==> src/rtl/serial_word_assembler.sv <==
`default_nettype none
// ============================================================================
//  Module   : serial_word_assembler
//  Purpose  : Collects a framed serial bit stream into n-bit words. Each
//             completed word is presented on R_out together with a one-cycle
//             Load strobe, intended to drive the R and L inputs of a
//             downstream load-enable register. A Start seen in the middle of a
//             frame aborts that frame, pulses Error and begins a new frame.
//  Ports    : Clock  - rising-edge clock
//             Reset  - asynchronous, active-high reset
//             Din    - serial data bit, sampled only when Valid=1
//             Valid  - Din qualifier; Valid=0 cycles are stalls
//             Start  - first bit of a frame (meaningful with Valid=1)
//             R_out  - last completed word (held between Loads)
//             Load   - one-cycle pulse when R_out updates
//             Busy   - high while a frame is partially received
//             Error  - one-cycle pulse on a Start seen mid-frame
//  Revision : 1.0 - initial release
// ============================================================================
module serial_word_assembler #(
    parameter int n         = 8,
    parameter bit MSB_FIRST = 1'b1
) (
    input  logic         Clock,
    input  logic         Reset,
    input  logic         Din,
    input  logic         Valid,
    input  logic         Start,
    output logic [n-1:0] R_out,
    output logic         Load,
    output logic         Busy,
    output logic         Error
);

    localparam int              c_CW   = (n > 2) ? $clog2(n) : 1;
    localparam logic [c_CW-1:0] c_LAST = c_CW'(n - 1);
    localparam logic [c_CW-1:0] c_ONE  = c_CW'(1);

    typedef enum logic [0:0] {
        ST_IDLE  = 1'b0,
        ST_SHIFT = 1'b1
    } state_t;

    state_t          r_state;
    logic [c_CW-1:0] r_count;
    logic [n-1:0]    r_shift;
    logic [n-1:0]    r_word;
    logic            r_load;
    logic            r_busy;
    logic            r_error;

    // w_shift_cont: shift register with Din appended to the running frame.
    // w_shift_new : shift register holding only Din as bit 0 of a new frame.
    logic [n-1:0]    w_shift_cont;
    logic [n-1:0]    w_shift_new;

    generate
        if (MSB_FIRST) begin : g_msb_first
            // Shift left, Din enters at the LSB; bit 0 ends up in [n-1].
            assign w_shift_cont = {r_shift[n-2:0], Din};
            assign w_shift_new  = {{(n-1){1'b0}}, Din};
        end else begin : g_lsb_first
            // Shift right, Din enters at the MSB; bit 0 ends up in [0].
            assign w_shift_cont = {Din, r_shift[n-1:1]};
            assign w_shift_new  = {Din, {(n-1){1'b0}}};
        end
    endgenerate

    always_ff @(posedge Clock or posedge Reset) begin
        if (Reset) begin
            r_state <= ST_IDLE;
            r_count <= '0;
            r_shift <= '0;
            r_word  <= '0;
            r_load  <= 1'b0;
            r_busy  <= 1'b0;
            r_error <= 1'b0;
        end else begin
            // Strobes default low so they last exactly one cycle.
            r_load  <= 1'b0;
            r_error <= 1'b0;
            if (Valid) begin
                case (r_state)
                    ST_IDLE: begin
                        // Bits outside a frame are dropped until a Start.
                        if (Start) begin
                            r_shift <= w_shift_new;
                            r_count <= c_ONE;
                            r_state <= ST_SHIFT;
                            r_busy  <= 1'b1;
                        end
                    end
                    ST_SHIFT: begin
                        if (Start) begin
                            // Abort: current Din restarts the frame as bit 0.
                            r_error <= 1'b1;
                            r_shift <= w_shift_new;
                            r_count <= c_ONE;
                        end else if (r_count == c_LAST) begin
                            r_word  <= w_shift_cont;
                            r_shift <= w_shift_cont;
                            r_load  <= 1'b1;
                            r_count <= '0;
                            r_state <= ST_IDLE;
                            r_busy  <= 1'b0;
                        end else begin
                            r_shift <= w_shift_cont;
                            r_count <= r_count + c_ONE;
                        end
                    end
                    default: begin
                        r_state <= ST_IDLE;
                        r_count <= '0;
                        r_busy  <= 1'b0;
                    end
                endcase
            end
        end
    end

    assign R_out = r_word;
    assign Load  = r_load;
    assign Busy  = r_busy;
    assign Error = r_error;

endmodule
`default_nettype wire

==> config.mk <==
export PLATFORM = sky130hd
export DESIGN_NAME = serial_word_assembler
export DESIGN_NICKNAME = d
export VERILOG_FILES = /design/src/rtl/serial_word_assembler.sv
export SDC_FILE = /design/constraint.sdc
export NUM_CORES = 1
export LEC_CHECK = 0
export CORE_MARGIN = 5
export CORE_UTILIZATION = 40
export DETAILED_ROUTE_END_ITERATION = 12
export DONT_BUFFER_PORTS = 1
export SYNTH_ARGS = -nofsm -noshare
export SYNTH_HDL_FRONTEND = slang
export SYNTH_SLANG_ARGS = --single-unit
==> constraint.sdc <==
create_clock -name Clock -period 1.5 [get_ports Clock]
set_clock_uncertainty 0.2 [all_clocks]
set_input_delay 0.3 -clock Clock [delete_from_list [all_inputs] [get_ports Clock]]
set_output_delay 0.3 -clock Clock [all_outputs]
set_load 0.02 [all_outputs]
## Word level (Yosys, flattened, before mapping)

Cells that the tools add are included.

| word-level totals | value |
|---|---|
| input port bits | 5 |
| output and inout port bits | 11 |
| flip-flop bits (word level) | 22 |
| word-level logic and storage cells | 38 |

| cells by class | value |
|---|---|
| bitwise operators | 2 |
| $add $sub $neg | 1 |
| muxes and demuxes | 21 |
| equality and inequality tests | 4 |
| reduce and logical (&&, ||, !) cells | 3 |

Operators by type and width:

| operator | number |
|---|---|
| 7-bit 2-to-1 mux | 2 |
| 7-bit case mux with 2 select lines | 1 |
| 1-bit 2-to-1 mux | 12 |
| 3-bit 2-to-1 mux | 3 |
| 4-bit AND reduction | 2 |
| 3-bit case mux with 2 select lines | 1 |
| 2-bit != test, second input constant | 2 |
| 1-bit case mux with 2 select lines | 2 |
| 3-bit by 1-bit adder with 3-bit output, second input constant | 1 |
| 3-bit == test, second input constant | 1 |
| 2-bit by 1-bit != test with 1-bit output, second input constant | 1 |
| 1-bit inverter | 2 |
| 2-bit AND reduction | 1 |

## Depth between registers and ports, before layout

Gate-level depths: netlist of run 1.

| depth | value |
|---|---|
| depth after elaboration | 5 |
| mapped depth | 4 |
| depth with buffers taken out | 4 |

## Worst setup path before layout of run 1

OpenSTA, ideal clock, no wires.

| path | value |
|---|---|
| kind | register to register |
| from | register r_count[0] |
| to | register r_word[0], in the netlist R_out[0] |
| path buffers | 0 |
| period minus slack after synthesis | 1.616 ns |
| slack | -0.116 ns |
| arrival time | 1.292 ns |
| cell stages (with the launch flop) | 5 |
| path through | dfrtp_1 > ha_1 > ha_1 > nand4b_4 > mux2_2 |

| between the ends | value |
|---|---|
| word-level cells in the longest chain between the ends | 2 |

Ends and longest elaborated chain:

| what | RTL line | RTL |
|---|---|---|
| start: declaration | 45 | `logic [c_CW-1:0] r_count;` |
| start signal: assignment | 88 | `r_count <= c_ONE;` |
| start signal: assignment | 98 | `r_count <= c_ONE;` |
| start signal: assignment | 108 | `r_count <= r_count + c_ONE;` |
| 3-bit == test | 99 | `end else if (r_count == c_LAST) begin` |
| 4-bit AND reduction (no line) | -- |  |
| end signal: assignment | 100 | `r_word <= w_shift_cont;` |
| end: declaration | 47 | `logic [n-1:0] r_word;` |

Every way passes these cells.
A chain may end at the register's enable or synchronous reset.

## Worst setup path after layout of run 1

| path | value |
|---|---|
| from | register r_count[1] |
| to | register r_count[0] |

| between the ends | value |
|---|---|
| word-level cells in the longest chain between the ends | 4 |

Ends and longest elaborated chain:

| what | RTL line | RTL |
|---|---|---|
| 3-bit == test | 99 |  |
| 3-bit 2-to-1 mux | 99 |  |
| 3-bit 2-to-1 mux | 94 | `if (Start) begin` |
| 3-bit case mux with 2 select lines | 83 | `case (r_state)` |

Every way passes these cells.

==> results of run 1 <==
metrics by stage:
stage                     setup TNS [ns]  cell area (um2)
final                             -0.489             1160
after detailed placement          -0.741             1010
after global routing              -0.961             1160
after CTS                         -0.669             1140
after floorplan                   -0.249              952
after global placement            -0.612             1010
final cells by class:
type | instances | area share [%]
clock buffer | 3 | 1.94
clock inverter | 1 | 2.59
inverter | 3 | 0.972
multi-input combinational | 36 | 33.7
sequential | 22 | 47.6
tap | 28 | 3.02
timing repair buffer | 13 | 10.2
final timing paths:
path	start	endpoint	slack, ns	cells after the start
max	r_count[1]	r_count[0]	-0.06	5
max reg2reg	r_count[1]	r_count[0]	-0.06	5
max in group asynchronous	Reset	r_state	0.62	3
min reg2reg	r_shift[6]	r_shift[6]	0.32	1
min	Start	r_shift[0]	0.06	2
min in group asynchronous	Reset	Load	0.24	3
report_power, final:
part | internal (mW) | switching, mW
clock network | 0.270 | 0.188
registers | 0.647 | 0.0739
logic | 0.108 | 0.0673
logic make-up after synthesis:
kind of cell / Yosys count / synth area share [%]
flops: 22 / 58.7
compound gates: 13 / 13.4
simple gates: 11 / 9.88
mux: 9 / 10.8
buf+inv: 7 / 4.54
fa+ha+maj: 2 / 2.67
metal layers:
layer	GRT usage (%)	vias to the layer above	wire [um]
met4	3.97	0	0
met3	4.82	0	138
met1	16.4	277	826
li1	-	267	-
met5	0	-	0
met2	17.2	16	786
sequential cells by signal, summed over array words and instances (netlist names):
signal   count
Error        1
R_out        8
Load         1
r_state      1
r_shift      7
r_count      3
Busy         1
placed cells by master, fill, tap and decap left out, types with 2 or more instances in the layout:
cell type / instances
buf_4: 7
inv_1: 3
a211o_1: 2
mux2_4: 2
mux2_2: 7
clkbuf_4: 3
a22o_1: 7
buf_6: 2
dfrtp_1: 21
and4b_1: 2
nor2b_1: 2
dlygate4sd3_1: 3
timing repair:
item	in CTS	in global routing
hold buffers	4	0
pin swaps	3	1
gates cloned	1	0
setup endpoints to repair	9	20
hold endpoints to repair	30	0
resized for setup	2	6
buffers inserted	2	0
==> summary.md, run 1 <==
| Metric | Value |
|---|---|
| Run status | complete, but fails checks |
| Failing checks | setup timing |
| EDFF count, synth | 0 |
| Yosys cell types | 21 |
| Grt total ovfl | 0 |
| Clock insertion delay at the later pin of the skew report | slightly above 0.3 ns |
| Total core area | around 2200 um2 |
| Clk slew on worst S/H paths | 0.13 ns |
| Share of cells above drive strength 1 | between 30 and 40% |
| H-tree levels | 1 |
| HPWL Detailed | 1.08 mm |
| Endpoints failing setup | 10 |
| Tot GR Track Use | a little under an eighth |
| Num Clock Sinks | 22 |
| DP Worst Slack | -0.0910 ns |
| Period utilization | 104% |
| Slowest-stage cell, CP | dfrtp_1 |
| First DRT Iteration DRCs | 12 |
| DRC violations left | 0 |
| CP Max Fanout | 3 |
| Hold violation count in the final report | 0 |
| Setup ws final | -0.0616 ns |
| Cell family with most CP delay | flip-flops |
| Critical Path Source Type | flop |
| Post-Route WL | between 1.5 and 2 mm |
| Post-Syn Area per Cell | ~15 um2 |
| Chip width | just under 60 um |
| Synth cell count leaders | dfrtp_1, mux2_2, a22o_1, inv_1 |
| Slew @ Worst Pin | 0.397 ns |
| Fillers | about 210 |
| Largest net degree at the start of global routing | 23 |
| Max Cap Violations | 0 |
| Synth warnings | 0 |
| Initial Util | approximately two fifths |
| WP data arrival | between 1.5 and 2 ns |
| Post-Syn Area | ~940 um2 |
| Fin util | between 50% and 60% |
| Slew HR | around 74% |
| Final non-filler cell total | roughly 110 |
| Cts bufs inserted | 3 |
| Initial antenna violation count | 0 |
| Io pins | 16 |
| Die ar. | ~3400 um2 |
| Most common cell in the netlist | dfrtp_1 |
| Vias | 560 |
| Crit path kind | reg -> reg |
| First-pass GRT wire length | 3.04 mm |
| Seq/Total Area, Yosys | approximately three fifths |
| Clock root buffer | clkbuf_4 |
| RSZ-0062 raised after global routing | true |
| Register area | between 500 and 600 um2 |
| # diodes | 0 |
| Synth Flop Type | dfrtp_1 |
| Worst path bufs/invs | 1 |
| Final #Nets | 86 |
| GPL Wtd Cong | 0.723 |
| Cell chain of the critical path | ha_2 -> ha_4 -> buf_6 -> nor4bb_2 -> a221o_1 |
| Row count | 17 |
| CP Data Required Time | 1.56 ns |
| Area leader, netlist | dfrtp_1 |
| Die Y | roughly 58 um |
| Gate Count Post-Synth | between 60 and 70 |
| Vias in the first global route | 618 |
| Top cells by area, synth | dfrtp_1, mux2_2, a22o_1, ha_1, nand4b_4 |
| P&R area growth vs syn | 23.6% |
| Mapped Nets | a little over 70 |
| Drt first pass iters | 4 |
| Overall power | roughly 1.4 mW |
| Antenna viol nets, final | 0 |
| Register bit total from synthesis | 22 |
| Tmin final | around 1.6 ns |
| Port bufs | 0 |
| Hold WC Path Type | in -> reg |
| DR WL/cell | 16.5 um |
| Top cell type's share of synthesized area | just under 60% |
| Vias per cell | 5.28 |
| Max rail drop VDD | 963 uV |
| Slew Viols, Final | 0 |
| Multi-input gate area | 390 um2 |
| Crit. End Element | flop |
| Dpl cells | 95 |
| Synth async-reset ratio | 100% |
| Hold Slack | 0.0601 ns |
| CTS Buffer Depth | 2 |
| Pwr/cell area | approximately 1200 nW/um2 |
| Achievable Freq | approximately 0.64 GHz |
| Slowest stage delay, CP | between 0.4 and 0.5 ns |
| TritonCTS clock tree | built |
| Pleak | 0.586 nW |
(Power assumes the default switching activity.)
==> run 2, diff against run 1 <==
--- a/config.mk
+++ b/config.mk
@@ -7,8 +7,11 @@
 export LEC_CHECK = 0
 export CORE_MARGIN = 5
 export CORE_UTILIZATION = 40
+export CTS_BUF_LIST = sky130_fd_sc_hd__clkbuf_16
 export DETAILED_ROUTE_END_ITERATION = 12
 export DONT_BUFFER_PORTS = 1
+export HOLD_SLACK_MARGIN = 0.02
 export SYNTH_ARGS = -nofsm -noshare
 export SYNTH_HDL_FRONTEND = slang
 export SYNTH_SLANG_ARGS = --single-unit
+export TNS_END_PERCENT = 1
==> summary.md, run 2 (synthesis results as in run 1) <==
| Metric | Value |
|---|---|
| Placed Area | between 1000 and 1500 um2 |
| Max Cap Violations | 0 |
| Die ar. | ~3400 um2 |
| Post-Route WL | 1.75 mm |
| Setup ws final | -0.0596 ns |
| Slowest stage delay, CP | ~0.4 ns |
| Multi-input gate area | between 300 and 400 um2 |
| Max reg flops | 8 |
| Cell chain of the critical path | ha_2 -> ha_4 -> nand4b_2 -> mux2_2 |
| Crit path kind | reg -> reg |
| Clock power share | 45.6% |
| Clk slew on worst S/H paths | roughly 0.060 ns |
| First-pass GRT wire length | between 2 and 3 mm |
| Clock root buffer | clkbuf_16 |
| First DRT Iteration DRCs | 8 |
| Slew HR | between 80 and 90% |
| Total core area | around 2200 um2 |
| Antenna viol nets, final | 0 |
| GPL Wtd Cong | ~0.72 |
| Overall power | between 1.5 and 2 mW |
| Period utilization | 104% |
| Critical Path Source Type | flop |
| Endpoints failing setup | 9 |
| Post-route cell area | roughly 1200 um2 |
| Slew @ Worst Pin | between 0.2 and 0.3 ns |
| Fillers | approximately 200 |
| Largest net degree at the start of global routing | 23 |
| Initial antenna violation count | 0 |
| TritonCTS clock tree | built |
| Hold WC Path Type | in -> reg |
| Port bufs | 0 |
| WP data arrival | roughly 1.5 ns |
| Failing checks | setup timing |
| Die Y | between 50 and 60 um |
| # diodes | 0 |
| Cell family with most CP delay | flip-flops |
| Share of cells above drive strength 1 | 37.2% |
| Pleak | slightly below 0.6 nW |
| Vias in the first global route | between 600 and 700 |
| Achievable Freq | about 0.64 GHz |
| Tot GR Track Use | a little under an eighth |
| Switching Power | roughly 0.35 mW |
| CP Data Required Time | about 1.4 ns |
| Crit. End Element | flop |
| Cts bufs inserted | 3 |
| Commonest non-fill, non-tap cell in the layout | dfrtp_1 |
| Tmin final | roughly 1.6 ns |
| HPWL Detailed | 1.08 mm |
| Slew Viols, Final | 0 |
| Io pins | 16 |
| Drt first pass iters | 4 |
| Clock insertion delay at the later pin of the skew report | 0.26 ns |
| Slowest-stage cell, CP | dfrtp_1 |
| Initial Util | between 40% and 50% |
| CTS Buffer Depth | 2 |
| RSZ-0062 raised after global routing | true |
| Vias per cell | about 5.2 |
| Vias | approximately 560 |
| Num Clock Sinks | 22 |
| Register area | 552 um2 |
| Most frequent cells in the layout | dfrtp_1, mux2_2, a22o_1, buf_4, dlygate4sd3_1 |
| Sw frac | 21.5% |
| P&R area growth vs syn | 27.8% |
| Chip width | slightly below 60 um |
| CP Max Fanout | 4 |
| DRC violations left | 0 |
| Part of the power in registers | about 44% |
| Grt total ovfl | 0 |
| Worst path bufs/invs | 0 |
| Final #Nets | 86 |
| Row count | 17 |
| Hold violation count in the final report | 0 |
| H-tree levels | 1 |
| Max rail drop VDD | approximately 820 uV |
| DR WL/cell | approximately 16 um |
| Int Pwr | approximately 1.3 mW |
| Run status | complete, but fails checks |
| Comb power frac | between 10% and 20% |
| Pwr/cell area | between 1000 and 1500 nW/um2 |
[run 2: worst paths after layout]
| kind | start | to | slack [ns] | depth (start not counted) |
|---|---|---|---|---|
| hold reg to reg | r_shift[6] | r_shift[6] | 0.30 | 1 |
| hold / removal | Valid | r_state | 0.02 | 2 |
| max in group asynchronous | Reset | r_state | 0.54 | 3 |
| setup / recovery | r_count[1] | R_out[4] | -0.06 | 4 |
| setup reg to reg | r_count[1] | R_out[4] | -0.06 | 4 |
| min in group asynchronous | Reset | r_shift[6] | 0.32 | 3 |
[run 2: power by group through the flow]
stage	clock [mW]	combinational (mW)	sequential, mW
floorplan	0	0.120	0.717
global placement	0	0.146	0.730
detailed placement	0	0.149	0.732
CTS	0.764	0.165	0.721
global route	0.793	0.186	0.728
finish	0.744	0.166	0.721
[run 2: worst register-to-register path: stages, from the launching register on]
cell and delay (ns):
dfrtp_1 0.39, ha_2 0.19, ha_4 0.18, nand4b_2 0.14, mux2_2 0.35
[run 2: final cells by class]
class	instances	share of cell area, %
multi-input combinational	36	31.8
clock buffer	3	6.27
inverter	3	0.940
sequential	22	46.1
tap	28	2.93
timing repair buffer	13	9.51
clock inverter	1	2.51
[run 2: timing repair]
action                                  CTS  global route
hold buffers                              5             0
gates cloned                              1             0
endpoints found under the hold margin    27             0
pin swaps                                 3             0
endpoints found under the setup margin    9            16
gates resized for setup                   1             2
setup buffers                             1             0
[run 2: per-layer routing]
metal	track usage (%)	up-vias	wire length, um
li1	-	268	-
met1	15.8	274	855
met2	17.2	14	763
met3	5.26	0	127
met4	2.98	0	0
met5	0	-	0
[run 2: metrics by stage]
| step | instances | TNS (ns) | utilization, % | hold slack, ns | setup WS, ns |
|---|---|---|---|---|---|
| finish | 106 | -0.446 | 53.6 | 0.0233 | -0.0596 |
| global route | 106 | -0.826 | 53.6 | 0.0381 | -0.0962 |
| CTS | 106 | -0.574 | 53.3 | 0.0300 | -0.0675 |
| global placement | 95 | -0.612 | 45.2 | 0.0415 | -0.0759 |
| floorplan | 64 | -0.249 | - | 0.0892 | -0.0311 |
| detailed placement | 95 | -0.741 | 45.2 | 0.0480 | -0.0910 |
